[src/rtl/io_port.sv]
// Bus-attached I/O port: RX FIFO from an external producer, TX FIFO toward an external consumer.
// Optional status register and sticky error flags are enabled with `define IO_STATUS_EN.
module io_port #(
    parameter int word_width      = 16,
    parameter int fifo_depth_log2 = 2
) (
    input  logic                  clk,
    input  logic                  rst,
    input  logic [word_width-1:0] bus_in,
    output logic [word_width-1:0] bus_out,
    input  logic                  io_oe,
    input  logic                  io_we,
    input  logic                  io_sel,
    input  logic [word_width-1:0] in_data,
    input  logic                  in_valid,
    output logic                  in_ready,
    output logic [word_width-1:0] out_data,
    output logic                  out_valid,
    input  logic                  out_ready
);

    localparam int depth = 1 << fifo_depth_log2;

    typedef logic [fifo_depth_log2-1:0] ptr_t;
    typedef logic [fifo_depth_log2:0]   cnt_t;

    localparam cnt_t full_count = cnt_t'(depth);

    logic [word_width-1:0] rx_mem [depth];
    logic [word_width-1:0] tx_mem [depth];

    ptr_t rx_rd, rx_wr, tx_rd, tx_wr;
    cnt_t rx_count, tx_count;

    logic rx_empty, rx_full, tx_empty, tx_full;
    logic status_sel;
    logic data_read;
    logic rx_push, rx_pop, tx_push, tx_pop;

    assign rx_empty = (rx_count == '0);
    assign rx_full  = (rx_count == full_count);
    assign tx_empty = (tx_count == '0);
    assign tx_full  = (tx_count == full_count);

`ifdef IO_STATUS_EN
    logic rx_underflow, tx_overflow;
    logic rx_under_evt, tx_over_evt, status_clr;
    logic [word_width-1:0] status_word;

    assign status_sel   = io_sel;
    assign status_clr   = rst && io_oe && io_sel;
    assign rx_under_evt = data_read && rx_empty;
    assign tx_over_evt  = rst && io_we && tx_full;

    always_comb begin
        status_word       = '0;
        status_word[15]   = rx_underflow;
        status_word[14]   = tx_overflow;
        status_word[7:4]  = 4'(tx_count);
        status_word[3:0]  = 4'(rx_count);
    end

    // A flag event in the same cycle as the clearing status read keeps the flag set.
    always_ff @(posedge clk) begin
        if (!rst) begin
            rx_underflow <= 1'b0;
            tx_overflow  <= 1'b0;
        end else begin
            rx_underflow <= rx_under_evt || (rx_underflow && !status_clr);
            tx_overflow  <= tx_over_evt  || (tx_overflow  && !status_clr);
        end
    end
`else
    logic sel_unused;

    assign sel_unused = io_sel;
    assign status_sel = 1'b0;
`endif

    assign in_ready  = rst && !rx_full;
    assign out_valid = rst && !tx_empty;

    assign data_read = rst && io_oe && !status_sel;
    assign rx_push   = in_valid && in_ready;
    assign rx_pop    = data_read && !rx_empty;
    assign tx_push   = rst && io_we && !tx_full;
    assign tx_pop    = out_valid && out_ready;

    assign out_data = out_valid ? tx_mem[tx_rd] : '0;

    always_comb begin
        bus_out = '0;
        if (rst && io_oe) begin
`ifdef IO_STATUS_EN
            if (status_sel)
                bus_out = status_word;
            else if (!rx_empty)
                bus_out = rx_mem[rx_rd];
`else
            if (!rx_empty)
                bus_out = rx_mem[rx_rd];
`endif
        end
    end

    // Storage needs no reset: counts gate every read of stale entries.
    always_ff @(posedge clk) begin
        if (rx_push)
            rx_mem[rx_wr] <= in_data;
        if (tx_push)
            tx_mem[tx_wr] <= bus_in;
    end

    always_ff @(posedge clk) begin
        if (!rst) begin
            rx_rd    <= '0;
            rx_wr    <= '0;
            rx_count <= '0;
            tx_rd    <= '0;
            tx_wr    <= '0;
            tx_count <= '0;
        end else begin
            if (rx_push)
                rx_wr <= rx_wr + ptr_t'(1);
            if (rx_pop)
                rx_rd <= rx_rd + ptr_t'(1);
            rx_count <= rx_count + cnt_t'(rx_push) - cnt_t'(rx_pop);

            if (tx_push)
                tx_wr <= tx_wr + ptr_t'(1);
            if (tx_pop)
                tx_rd <= tx_rd + ptr_t'(1);
            tx_count <= tx_count + cnt_t'(tx_push) - cnt_t'(tx_pop);
        end
    end

endmodule

[config.mk]
export PLATFORM = sky130hd
export DESIGN_NAME = io_port
export DESIGN_NICKNAME = d
export VERILOG_FILES = /design/src/rtl/io_port.sv
export SDC_FILE = /design/constraint.sdc
export NUM_CORES = 1
export LEC_CHECK = 0
export CAP_MARGIN = 25
export CELL_PAD_IN_SITES_DETAIL_PLACEMENT = 1
export CELL_PAD_IN_SITES_GLOBAL_PLACEMENT = 1
export CORE_ASPECT_RATIO = 0.8
export CORE_MARGIN = 5
export CORE_UTILIZATION = 50
export CTS_CLUSTER_DIAMETER = 80
export CTS_CLUSTER_SIZE = 40
export DETAILED_ROUTE_END_ITERATION = 16
export DONT_BUFFER_PORTS = 1
export PLACE_DENSITY = 0.81
export SLEW_MARGIN = 40
export SYNTH_ARGS = -nofsm -noshare
export SYNTH_HDL_FRONTEND = slang
export SYNTH_SLANG_ARGS = --single-unit
[constraint.sdc]
create_clock -name clk -period 4.8 [get_ports clk]
set_clock_uncertainty 0.05 [all_clocks]
set_input_delay 0.72 -clock clk [delete_from_list [all_inputs] [get_ports clk]]
set_output_delay 0.72 -clock clk [all_outputs]
set_load 0.01 [all_outputs]
# Word level (Yosys, flattened, before mapping)
# Memories as Yosys holds them, arrays and structs flattened. A register that Yosys moved wholly into a read port is not among the register bits.
# Index checks and enable logic that the tools add are counted.
[totals] mem_bits_ro=0 word_cells=43 input_bits=39 memories=2 out_inout_bits=34 ramBits=128 ff_bits=14 latchBits=0
[memory_table] name="rx_mem" depth=4 word_bits=16 rd=1 rd_ports_with_merged_regs=1 wr=1 line="29" source="logic [word_width-1:0] rx_mem [depth];"
[memory_table] name="tx_mem" depth=4 word_bits=16 rd=1 rd_ports_with_merged_regs=1 wr=1 line="30" source="logic [word_width-1:0] tx_mem [depth];"
[op_classes] order_cmp=0 addsub=8 n_eq_ne=2 div_mod_pow=0 n_bitwise=0 shift=0 n_mux=11 reduce_logical=14 mul=0
[op_table] operator="2-to-1 mux 16 bit" n=3
[op_table] operator="adder 2 x 1 -> 2 bit (second input constant)" n=4
[op_table] operator="logical AND 1 bit" n=8
[op_table] operator="2-to-1 mux 2 bit" n=4
[op_table] operator="adder 3 x 1 -> 3 bit" n=2
[op_table] operator="== test 3 bit (second input constant)" n=2
[op_table] operator="zero test 3 bit" n=2
[op_table] operator="subtractor 3 x 1 -> 3 bit" n=2
[op_table] operator="zero test 1 bit" n=4
[op_table] operator="2-to-1 mux 1 bit" n=4

# Depth between registers and ports, before layout
# Gate-level depths: netlist of run 1.
[depth] word_depth=6 ltp_mapped=11

# Worst setup path after synthesis of run 1
# Ideal clock, no wire load.
[synth_timing] path_kind="input -> register" startpoint="input port rst" endpoint="register rx_count[2]" setup_time_ns=0.115 setup_slack_ns=2.296 arrival_ns=2.339 t_required_ns=4.635 n_path_buf=1 path_stages=11 cell_sequence="buf_2 nand2_1 a21oi_2 inv_1 ha_1 inv_1 ha_1 inv_1 fa_1 xnor2_1 and2_1"
[synth_between] elab_chain_len=4 elab_cells_between_ends=6 cone_classes="add/sub (2); reduce/logical (4)"
[synth_rtl] item="start: declaration" line="8" source="input logic rst,"
[synth_rtl] item="logical AND 1 bit" line="80" source="assign in_ready = rst && !rx_full;"
[synth_rtl] item="logical AND 1 bit" line="84" source="assign rx_push = in_valid && in_ready;"
[synth_rtl] item="adder 3 x 1 -> 3 bit" line="127" source="rx_count <= rx_count + cnt_t'(rx_push) - cnt_t'(rx_pop);"
[synth_rtl] item="subtractor 3 x 1 -> 3 bit" line="127"
[synth_rtl] item="end signal: assignment" line="127"
[synth_rtl] item="end: declaration" line="33" source="cnt_t rx_count, tx_count;"
# Parallel ways exist; a longest one is shown, timed or not.
# A chain may end at the register's enable or synchronous reset.

==> Flow_metrics.wiki, run 1 <==
{| class="wikitable"
! Metric !! Value
|-
| Post-detailed-route via-to-cell ratio || ~5.5
|-
| Detailed-router iteration count before antenna repair || 6
|-
| Final number of max-transition violations || 0
|-
| Nets in the synthesized netlist || ~350
|-
| TritonCTS sink count || 146
|-
| Antenna viol nets, final || 0
|-
| Number of unique standard cell types used by synthesis || 25
|-
| Global-route congestion overflow total || 0
|-
| Die X-Extent || ~130 µm
|-
| Areal power density over the cells || a little over 500 nW/µm²
|-
| Endpoint kind of the worst setup timing path || primary output
|-
| Post-Route Setup TNS || 0 ps
|-
| Worst-Skew Late Latency || between 400 and 500 ps
|-
| Remaining routing DRC violations || 0
|-
| Overall die area || ~14000 µm²
|-
| Number of buffers and inverters on the critical path || 0
|-
| Crit share post-route || 0.571
|-
| Post-synth design cell area || just under 6000 µm²
|-
| Portion of total power attributed to the clock network || 0.377
|-
| Worst setup path class || flip-flop to primary output
|-
| Capture point of the worst reg-to-reg path || rx_count[2]$_SDFF_PN0_
|-
| Cell family contributing the most delay on the critical path || flip-flops
|-
| Layout overhead on the synthesized area || 11.8%
|-
| Final-stage net count || roughly 360
|-
| Area of the core || around 12000 µm²
|-
| Worst ir drop on vdd || between 0.2 and 0.3 mV
|-
| Slew at the pin closest to its max-slew limit || ~800 ps
|-
| Synth Warn # || 0
|-
| Final Hold Viols || 0
|-
| Cts bufs inserted || 17
|-
| Deepest level of the CTS H-tree || 4
|-
| Gate Count Post-Synth || 300
|-
| Post-synth ARST share || 0
|-
| Minimum setup slack after placement || ~2300 ps
|-
| Slew HR || 0.466
|-
| End-of-flow core utilization || 0.572
|-
| Internal || about 2.6 mW
|-
| Detail Placement HPWL || roughly 7.1 mm
|-
| Yosys top cell area share || 0.650
|-
| Synthesized area per cell || about 20 µm²
|-
| Top cells by area in the synthesized netlist || sky130_fd_sc_hd__edfxtp_1, sky130_fd_sc_hd__mux4_2, sky130_fd_sc_hd__dfxtp_1, sky130_fd_sc_hd__mux4_1, sky130_fd_sc_hd__nor2b_1
|-
| # port buffers || 0
|-
| Run status || finished, final reports clean
|-
| Cells along the critical path || mux4_1 > nor2b_1
|-
| Final weighted congestion in routability-driven placement || between 0.6 and 0.7
|-
| Type of the tightest min-delay check || input pin to flip-flop
|-
| Share of power burned in registers || 0.477
|-
| Switching Share || 0.255
|-
| Startpoint Class || flip-flop
|-
| Sequential element share of the synthesized area || 0.711
|-
| Start of the worst register-to-register path || rx_count[1]$_SDFF_PN0_
|-
| Max Cap Violations || 0
|-
| Post-CTS setup-driven buffer insertion count || 0
|-
| Die boundary height || ~110 µm
|-
| Largest net degree at the start of global routing || 22
|-
| Highest fanout seen on the critical path || 16
|-
| Top cells by instance count after synthesis || sky130_fd_sc_hd__edfxtp_1, sky130_fd_sc_hd__nor2b_1, sky130_fd_sc_hd__mux4_2
|-
| Worst EP arrival || a little under 2000 ps
|-
| Instance count on the critical path || 2
|-
| Number of I/O pins || 73
|-
| Clock transition at path regs || 60 ps
|-
| Number of global-route vias before repair || around 3.0k
|-
| Global-route usage over all layers || 0.167
|-
| RSZ-0062 raised after global routing || false
|-
| Peak clock frequency supported by timing || 365 MHz
|-
| Post_cts resized || 0
|-
| Proportion of layout cells with a drive suffix above 1 || 0.224
|-
| Count of flip-flops with a built-in enable after synthesis || around 130
|-
| Combinational cell fraction of total power || 0.147
|-
| Root buffer cell || sky130_fd_sc_hd__clkbuf_16
|-
| Slowest-stage cell, CP || sky130_fd_sc_hd__dfxtp_2
|-
| Max Root-Sink Buffers || 2
|-
| Path depth of the worst reg2reg path || 9
|-
| Final-layout fill cell count || ~1k
|-
| Effective utilization at floorplan || 0.512
|-
| Delay of the slowest critical-path stage || ~700 ps
|-
| Overall power after layout || between 3 and 4 mW
|-
| CTS Hold Bufs || 0
|-
| Final critical path time including I/O delays and setup || 2740 ps
|-
| Leakage || ~2.2 nW
|-
| Wire length of the first global-routing pass || between 15 and 20 mm
|-
| Data required time of the critical path || a little over 4000 ps
|-
| DR vias || ~2.6k
|-
| Routed length per instance || about 23 µm
|-
| Post-synthesis cell type with the largest combined area || sky130_fd_sc_hd__edfxtp_1
|-
| Final-report setup violation count || 0
|-
| Net Sw Power || 874 µW
|-
| R2R setup slack || 2380 ps
|-
| Total inserted antenna cells || 0
|-
| Flip-flop and latch count after synthesis || 146
|-
| Initial detailed-routing violation count || 190
|-
| Most instantiated library cell after synthesis || sky130_fd_sc_hd__edfxtp_1
|-
| Detailed-route wire length || 10.8 mm
|-
| Commonest register cell after synthesis || sky130_fd_sc_hd__edfxtp_1
|-
| Final critical-path setup slack || between 2000 and 2500 ps
|-
| Rows || 35
|-
| Number of antenna violations at the first check in global routing || 0
|-
| CTS tree || done
|-
| Critical Path Sink || bus_out[15]
|}
-- metal layers --
metal	wire length [µm]	track usage	vias up	share of wire
li1	-	-	1181	-
met3	657	0.0598	6	0.061
met5	0	0	-	0
met4	74	0.0507	0	0.0069
met1	4540	0.212	1359	0.42
met2	5490	0.273	60	0.51
-- worst min-delay path by stage --
stage	start	to	slack, ps	cells after the start
5_1_grt	in_data[14]	rx_mem[0][14]$_DFFE_PP_	320	0
3_5_place_dp	rx_wr[1]$_SDFFE_PN0P_	rx_wr[1]$_SDFFE_PN0P_	450	2
4_1_cts	bus_in[6]	tx_mem[2][6]$_DFFE_PP_	330	0
6_report	bus_in[0]	tx_mem[0][0]$_DFFE_PP_	350	0
3_3_place_gp	rx_wr[1]$_SDFFE_PN0P_	rx_wr[1]$_SDFFE_PN0P_	430	2
2_1_floorplan	rx_wr[1]$_SDFFE_PN0P_	rx_wr[1]$_SDFFE_PN0P_	420	2
-- cell type report --
class / count / area (µm²) / share of cell area
tap: 148 / 185 / 0.0280
clock buffer: 18 / 429 / 0.0649
clock inverter: 14 / 154 / 0.0233
sequential: 146 / 4210 / 0.636
multi-input combinational: 128 / 1570 / 0.237
inverter: 14 / 52.6 / 0.00795
timing repair buffer: 2 / 15.0 / 0.00227
-- kinds of logic (layout without fill, tap and decap cells) --
| family | after synthesis | in the layout | synth area share |
|---|---|---|---|
| AND/OR/NAND/NOR | 61 | 61 | 0.0668 |
| buffers and inverters | 26 | 48 | 0.0260 |
| XOR/XNOR | 8 | 8 | 0.0118 |
| multiplexers | 36 | 36 | 0.136 |
| flip-flops | 146 | 146 | 0.711 |
| adder cells (fa/ha/maj) | 14 | 14 | 0.0321 |
| AO/OA/AOI/OAI | 9 | 9 | 0.0163 |
-- metrics by stage --
stage,std cells,cell area (µm²),hold slack [ps]
floorplan,300,5920,418
global placement,437,6010,433
detailed placement,438,6020,452
CTS,470,6600,333
global route,470,6610,323
finish,470,6610,349
-- power by group through the flow --
| stage | clock network [mW] | logic [mW] | registers, mW |
|---|---|---|---|
| finish | 1.29 | 0.503 | 1.63 |
| global route | 1.39 | 0.560 | 1.66 |
| CTS | 1.32 | 0.517 | 1.64 |
| detailed placement | 0 | 0.511 | 1.67 |
| global placement | 0 | 0.492 | 1.65 |
| floorplan | 0 | 0.521 | 1.57 |
-- flip-flops by register name, indices dropped and copies added, names as in the netlist, named ones only --
register and cells:
rx_rd 2, rx_wr 2, tx_mem 64, rx_count 3
tx_wr 2, tx_rd 2, rx_mem 64, tx_count 3
-- worst reg2reg max path: stages (launching register included) --
cell and delay [ps]:
sky130_fd_sc_hd__dfxtp_1 400, sky130_fd_sc_hd__o311ai_4 570, sky130_fd_sc_hd__inv_1 100, sky130_fd_sc_hd__ha_1 300, sky130_fd_sc_hd__inv_1 60, sky130_fd_sc_hd__ha_1 130
sky130_fd_sc_hd__inv_1 50, sky130_fd_sc_hd__fa_1 380, sky130_fd_sc_hd__xnor2_1 130, sky130_fd_sc_hd__and2_1 150
-- cell usage in the layout, fill, tap and decap left out, drive strengths merged, types with 4 or more instances in the layout --
master	instances
inv	18
mux2i	4
nor2b	31
clkinv	5
mux4	32
xnor2	8
ha	12
edfxtp	128
and2	19
clkbuf	18
nand2	6
dfxtp	18
(Power assumes the default switching activity.)
==> inputs of run 2 (changes only) <==
- CORE_UTILIZATION: 50 -> 49
- PLACE_DENSITY: 0.81 -> 0.83
- clock period: 4.8 -> 2.4 ns (I/O delays scaled with it)
==> run 2 against run 1 <==
First-iteration DRC count grew 8.9%. Total power grew 110%. Hold slack lost 320 ps. Critical endpoint is now tx_count[2]$_SDFF_PN0_.
==> Flow_metrics.wiki, run 2 (synthesis gave the netlist of run 1 again) <==
{| class="wikitable"
! Metric !! Value
|-
| Remaining routing DRC violations || 0
|-
| Final Hold Viols || 0
|-
| Capture point of the worst reg-to-reg path || tx_count[2]$_SDFF_PN0_
|-
| Worst-Skew Late Latency || ~400 ps
|-
| Number of global-route vias before repair || roughly 3.1k
|-
| Max Cap Violations || 0
|-
| Path depth of the worst reg2reg path || 10
|-
| Hold depth || 1
|-
| Global-route congestion overflow total || 0
|-
| Detailed-route wire length || 11.1 mm
|-
| Most used cell along the critical path || sky130_fd_sc_hd__inv_1
|-
| Die X-Extent || around 130 µm
|-
| Overall power after layout || 7.09 mW
|-
| Delay of the slowest critical-path stage || 400 ps
|-
| Total inserted antenna cells || 0
|-
| CTS tree || done
|-
| Deepest level of the CTS H-tree || 4
|-
| Max Root-Sink Buffers || 2
|-
| Detailed-router iteration count before antenna repair || 4
|-
| Hold_sp || rst
|-
| # port buffers || 0
|-
| Type of the tightest min-delay check || input pin to flip-flop
|-
| Post_cts resized || 0
|-
| Crit share post-route || 0.949
|-
| Slowest-stage cell, CP || sky130_fd_sc_hd__fa_1
|-
| DR vias || between 2k and 3k
|-
| Detail Placement HPWL || roughly 7 mm
|-
| Slew at the pin closest to its max-slew limit || ~370 ps
|-
| Rows || 35
|-
| Routed length per instance || between 20 and 25 µm
|-
| Commonest cells after routing, fill and taps aside || sky130_fd_sc_hd__edfxtp_1, sky130_fd_sc_hd__dlygate4sd3_1, sky130_fd_sc_hd__nor2b_1
|-
| Worst setup path class || flip-flop to flip-flop
|-
| Cells along the critical path || o31ai_2 > inv_1 > and2_1 > ha_1 > inv_1 > ha_1 > inv_1 > fa_1 > xnor2_1 > and2_1
|-
| Terminating pin of the worst hold path || rx_count[2]$_SDFF_PN0_
|-
| Wire length of the first global-routing pass || about 18 mm
|-
| Post-Route Setup TNS || 0 ps
|-
| Number of I/O pins || 73
|-
| Post-detailed-route via-to-cell ratio || 5.44
|-
| Final number of max-transition violations || 0
|-
| Final critical-path setup slack || between 100 and 150 ps
|-
| Highest fanout seen on the critical path || 5
|-
| Registers with the most flip-flops || rx_mem (64), tx_mem (64)
|-
| Worst ir drop on vdd || 0.537 mV
|-
| Final-report setup violation count || 0
|-
| Post-placement cell area || approximately 6100 µm²
|-
| Global-route usage over all layers || 0.167
|-
| Initial detailed-routing violation count || approximately 210
|-
| Number of antenna violations at the first check in global routing || 0
|-
| Effective utilization at floorplan || 0.508
|-
| R2R setup slack || about 120 ps
|-
| Commonest non-fill, non-tap cell in the layout || sky130_fd_sc_hd__edfxtp_1
|-
| Proportion of layout cells with a drive suffix above 1 || 0.208
|-
| Cts bufs inserted || 17
|-
| Data required time of the critical path || about 2700 ps
|-
| Largest net degree at the start of global routing || 22
|-
| Final-stage net count || a little over 400
|-
| Area of the core || 11600 µm²
|-
| Clock transition at path regs || ~60 ps
|-
| Final critical path time including I/O delays and setup || around 2300 ps
|-
| RSZ-0062 raised after global routing || false
|-
| Minimum setup slack after placement || about 140 ps
|-
| Overall die area || 14400 µm²
|-
| Startpoint Class || flip-flop
|-
| Layout overhead on the synthesized area || 19.5%
|-
| Root buffer cell || sky130_fd_sc_hd__clkbuf_16
|-
| TritonCTS sink count || between 100 and 150
|-
| Slew HR || 0.752
|-
| Endpoint kind of the worst setup timing path || flip-flop
|-
| Final-layout fill cell count || 1022
|-
| Start of the worst register-to-register path || tx_count[0]$_SDFF_PN0_
|-
| Run status || finished, final reports clean
|-
| Antenna viol nets, final || 0
|-
| Peak clock frequency supported by timing || 439 MHz
|-
| Worst EP arrival || between 2000 and 3000 ps
|-
| Final weighted congestion in routability-driven placement || approximately 0.74
|-
| Leakage || ~2.4 nW
|-
| Die boundary height || roughly 110 µm
|-
| Areal power density over the cells || roughly 1000 nW/µm²
|-
| Post-route cell area || ~7100 µm²
|}
-- run 2: changes by cell type in the layout (fill, tap and decap cells not counted), sizes merged --
cell	change
buf	+17
bufinv	+1
clkinv	+1
clkinvlp	-3
dlygate4sd3	+32
inv	+1
-- run 2: critical path, delay by kind of cell, from the launching register on --
| family | cells | cell delay [ps] |
|---|---|---|
| AO/OA/AOI/OAI | 1 | 290 |
| XOR/XNOR | 1 | 140 |
| adder cells (fa/ha/maj) | 3 | 810 |
| buffers and inverters | 3 | 210 |
| flip-flops | 1 | 360 |
| AND/OR/NAND/NOR | 2 | 320 |
-- run 2: per-layer routing --
layer / track usage / up-vias / wire length, µm
li1: - / 1276 / -
met1: 0.211 / 1477 / 4720
met2: 0.285 / 60 / 5840
met3: 0.0386 / 11 / 409
met4: 0.0601 / 0 / 144
met5: 0 / - / 0
-- run 2: how the worst max path moves through the flow --
stage          cells past startpoint                   start  slack (ps)                      to
4_1_cts                           10  tx_count[0]$_SDFF_PN0_         120  tx_count[2]$_SDFF_PN0_
2_1_floorplan                     10  rx_count[2]$_SDFF_PN0_           7  rx_count[2]$_SDFF_PN0_
3_5_place_dp                      10  tx_count[0]$_SDFF_PN0_         140  tx_count[2]$_SDFF_PN0_
3_3_place_gp                      10  tx_count[0]$_SDFF_PN0_         250  tx_count[2]$_SDFF_PN0_
6_report                          10  tx_count[0]$_SDFF_PN0_         120  tx_count[2]$_SDFF_PN0_
5_1_grt                           10  tx_count[0]$_SDFF_PN0_           6  tx_count[2]$_SDFF_PN0_
-- run 2: cell type report --
cell class                 instances  area (µm²)  area share
tap                              148         185      0.0262
sequential                       146        4200       0.595
timing repair buffer              51         463      0.0655
clock buffer                      18         429      0.0607
inverter                          14        52.6     0.00743
multi-input combinational        128        1560       0.220
clock inverter                    14         176      0.0250
-- run 2: where the power goes --
| group | total [mW] | switching (mW) | internal (mW) | leakage [nW] |
|---|---|---|---|---|
| logic | 1.30 | 0.635 | 0.665 | 0.814 |
| clock network | 2.68 | 1.03 | 1.65 | 0.299 |
| registers | 3.11 | 0.122 | 2.99 | 1.31 |
| total | 7.09 | 1.78 | 5.31 | 2.42 |
-- run 2: what timing repair did --
item	4_1_cts	5_1_grt
endpoints found under the hold margin	128	0
hold buffers	32	0
endpoints found under the setup margin	0	1
buffers inserted	0	1
-- run 2: metrics by stage --
stage               utilization  std cells  hold WS (ps)
finish                    0.607        519          27.2
detailed placement        0.527        454           409
global route              0.607        519          11.5
CTS                       0.606        518          13.4
global placement          0.527        454           409
floorplan                     -        300           409
==> inputs of run 3 (changes only) <==
- clock period: 2.4 -> 1.9 ns (I/O delays scaled with it)
==> run 3 against run 2 <==
The flow now finishes with violations (setup timing). Core utilization increased by 4.5 points. Global-route usage grew 1.0 points. Final cell count rose by 3.5%. Highest routed layer unchanged. Clock power up 25%. Critical endpoint is now out_data[11]. Critical path depth fell by 5. Total power rose by 37%.
==> Flow_metrics.wiki, run 3 (synthesis gave the netlist of run 1 again) <==
{| class="wikitable"
! Metric !! Value
|-
| Detailed-route wire length || 12.1 mm
|-
| Hold_sp || io_oe
|-
| CTS tree || done
|-
| Worst setup path class || flip-flop to primary output
|-
| Remaining routing DRC violations || 0
|-
| TritonCTS sink count || between 100 and 150
|-
| Total inserted antenna cells || 0
|-
| Peak clock frequency supported by timing || about 500 MHz
|-
| Worst ir drop on vdd || slightly below 0.8 mV
|-
| Slew HR || 0.659
|-
| Max Root-Sink Buffers || 2
|-
| Final Hold Viols || 0
|-
| Detail Placement HPWL || 7.11 mm
|-
| Effective utilization at floorplan || 0.508
|-
| Clock transition at path regs || 60 ps
|-
| Detailed-router iteration count before antenna repair || 6
|-
| Die X-Extent || 133 µm
|-
| Final-report setup violation count || 33
|-
| Layout overhead on the synthesized area || 28.3%
|-
| Endpoint kind of the worst setup timing path || primary output
|-
| Highest fanout seen on the critical path || 5
|-
| # port buffers || 0
|-
| Areal power density over the cells || 1280 nW/µm²
|-
| Global-route usage over all layers || 0.177
|-
| DR vias || 2900
|-
| Die boundary height || between 100 and 150 µm
|-
| Commonest cells after routing, fill and taps aside || sky130_fd_sc_hd__edfxtp_1, sky130_fd_sc_hd__dlygate4sd3_1, sky130_fd_sc_hd__mux4_2
|-
| Final critical path time including I/O delays and setup || just over 2000 ps
|-
| Commonest non-fill, non-tap cell in the layout || sky130_fd_sc_hd__edfxtp_1
|-
| Area of the core || about 12000 µm²
|-
| Global-route congestion overflow total || 0
|-
| Overall power after layout || 9.74 mW
|-
| Final-stage net count || ~430
|-
| Startpoint Class || flip-flop
|-
| Rows || 35
|-
| Number of antenna violations at the first check in global routing || 0
|-
| Final number of max-transition violations || 0
|-
| Registers with the most flip-flops || rx_mem (64), tx_mem (64)
|-
| Worst-Skew Late Latency || roughly 400 ps
|-
| Wire length of the first global-routing pass || roughly 19 mm
|-
| Path depth of the worst reg2reg path || 10
|-
| Final critical-path setup slack || -149 ps
|-
| Final weighted congestion in routability-driven placement || ~0.76
|-
| RSZ-0062 raised after global routing || true
|-
| Final-layout fill cell count || about 970
|-
| Max Cap Violations || 0
|-
| Antenna viol nets, final || 0
|-
| Number of global-route vias before repair || about 3.2k
|-
| Failing checks || setup timing
|-
| Routed length per instance || 22.6 µm
|-
| Hold depth || 3
|-
| Deepest level of the CTS H-tree || 4
|-
| Slew at the pin closest to its max-slew limit || between 500 and 600 ps
|-
| Largest net degree at the start of global routing || 17
|-
| Crit share post-route || 1.08
|-
| Run status || finished with violations
|-
| Type of the tightest min-delay check || input pin to flip-flop
|-
| Number of I/O pins || 73
|-
| Initial detailed-routing violation count || between 200 and 300
|-
| R2R setup slack || -150 ps
|-
| Leakage || between 2 and 3 nW
|-
| Overall die area || between 10000 and 15000 µm²
|-
| Root buffer cell || sky130_fd_sc_hd__clkbuf_16
|-
| Worst EP arrival || about 1700 ps
|-
| Data required time of the critical path || about 1600 ps
|-
| Cts bufs inserted || 17
|-
| Final Hold Slack || ~150 ps
|-
| Proportion of layout cells with a drive suffix above 1 || 0.398
|-
| Start of the worst register-to-register path || tx_count[2]$_SDFF_PN0_
|-
| Post-detailed-route via-to-cell ratio || around 5.4
|}
run 3: changes by cell type in the layout (fill, tap and decap cells not counted), sizes merged:
cell / before / now
buf: 19 / 37
inv: 19 / 16
clkinv: 6 / 7
clkinvlp: 0 / 1
dlygate4sd3: 32 / 33
run 3: path summary, 6_finish.rpt:
path                       endpoint
max                    out_data[11]
min           rx_rd[0]$_SDFFE_PN0P_
max reg2reg  tx_count[2]$_SDFF_PN0_
min reg2reg   tx_wr[0]$_SDFFE_PN0P_
run 3: what timing repair did:
item,in CTS,in global routing
setup buffers,8,3
hold buffers,33,0
pin swaps,6,5
gates cloned,0,1
endpoints found under the setup margin,36,36
gates resized for setup,79,14
endpoints found under the hold margin,146,0
run 3: critical path, cell delays in order, from the launching register on:
cell	delay [ps]
sky130_fd_sc_hd__dfxtp_2	340
sky130_fd_sc_hd__buf_12	120
sky130_fd_sc_hd__buf_12	110
sky130_fd_sc_hd__buf_4	110
sky130_fd_sc_hd__mux4_2	480
sky130_fd_sc_hd__nor2b_4	150
run 3: cell type report:
cell class              count  area, µm²  area share
multi-input cells         128       1790       0.235
clock buffers              17        425      0.0560
inverters                  14       57.6     0.00758
repair buffers             71        749      0.0987
well taps                 148        185      0.0244
flip-flops and latches    146       4230       0.557
clock inverters            13        161      0.0213
run 3: through the flow:
step | cell area (µm²) | cells | TNS [ps] | setup WS (ps) | utilization
final | 7590 | 537 | -2360 | -149 | 0.652
after global routing | 7590 | 537 | -4550 | -225 | 0.652
after CTS | 7490 | 533 | -3460 | -180 | 0.643
after detailed placement | 6290 | 463 | -572 | -203 | 0.540
after global placement | 6290 | 463 | -215 | -121 | 0.540
after floorplan | 5970 | 300 | -930 | -272 | -
run 3: report_power, final:
| group | total, mW | switching (mW) | internal [mW] | leakage, nW |
|---|---|---|---|---|
| clock | 3.34 | 1.29 | 2.05 | 0.289 |
| combinational | 2.42 | 1.06 | 1.36 | 1.03 |
| sequential | 3.98 | 0.175 | 3.80 | 1.31 |
| total | 9.74 | 2.52 | 7.22 | 2.64 |
run 3: routing by layer:
metal | share of wire | vias up | global-route usage
met5 | 0 | - | 0
met1 | 0.44 | 1518 | 0.234
met4 | 0.0091 | 0 | 0.0534
met2 | 0.51 | 63 | 0.285
met3 | 0.044 | 10 | 0.0530
li1 | - | 1309 | -
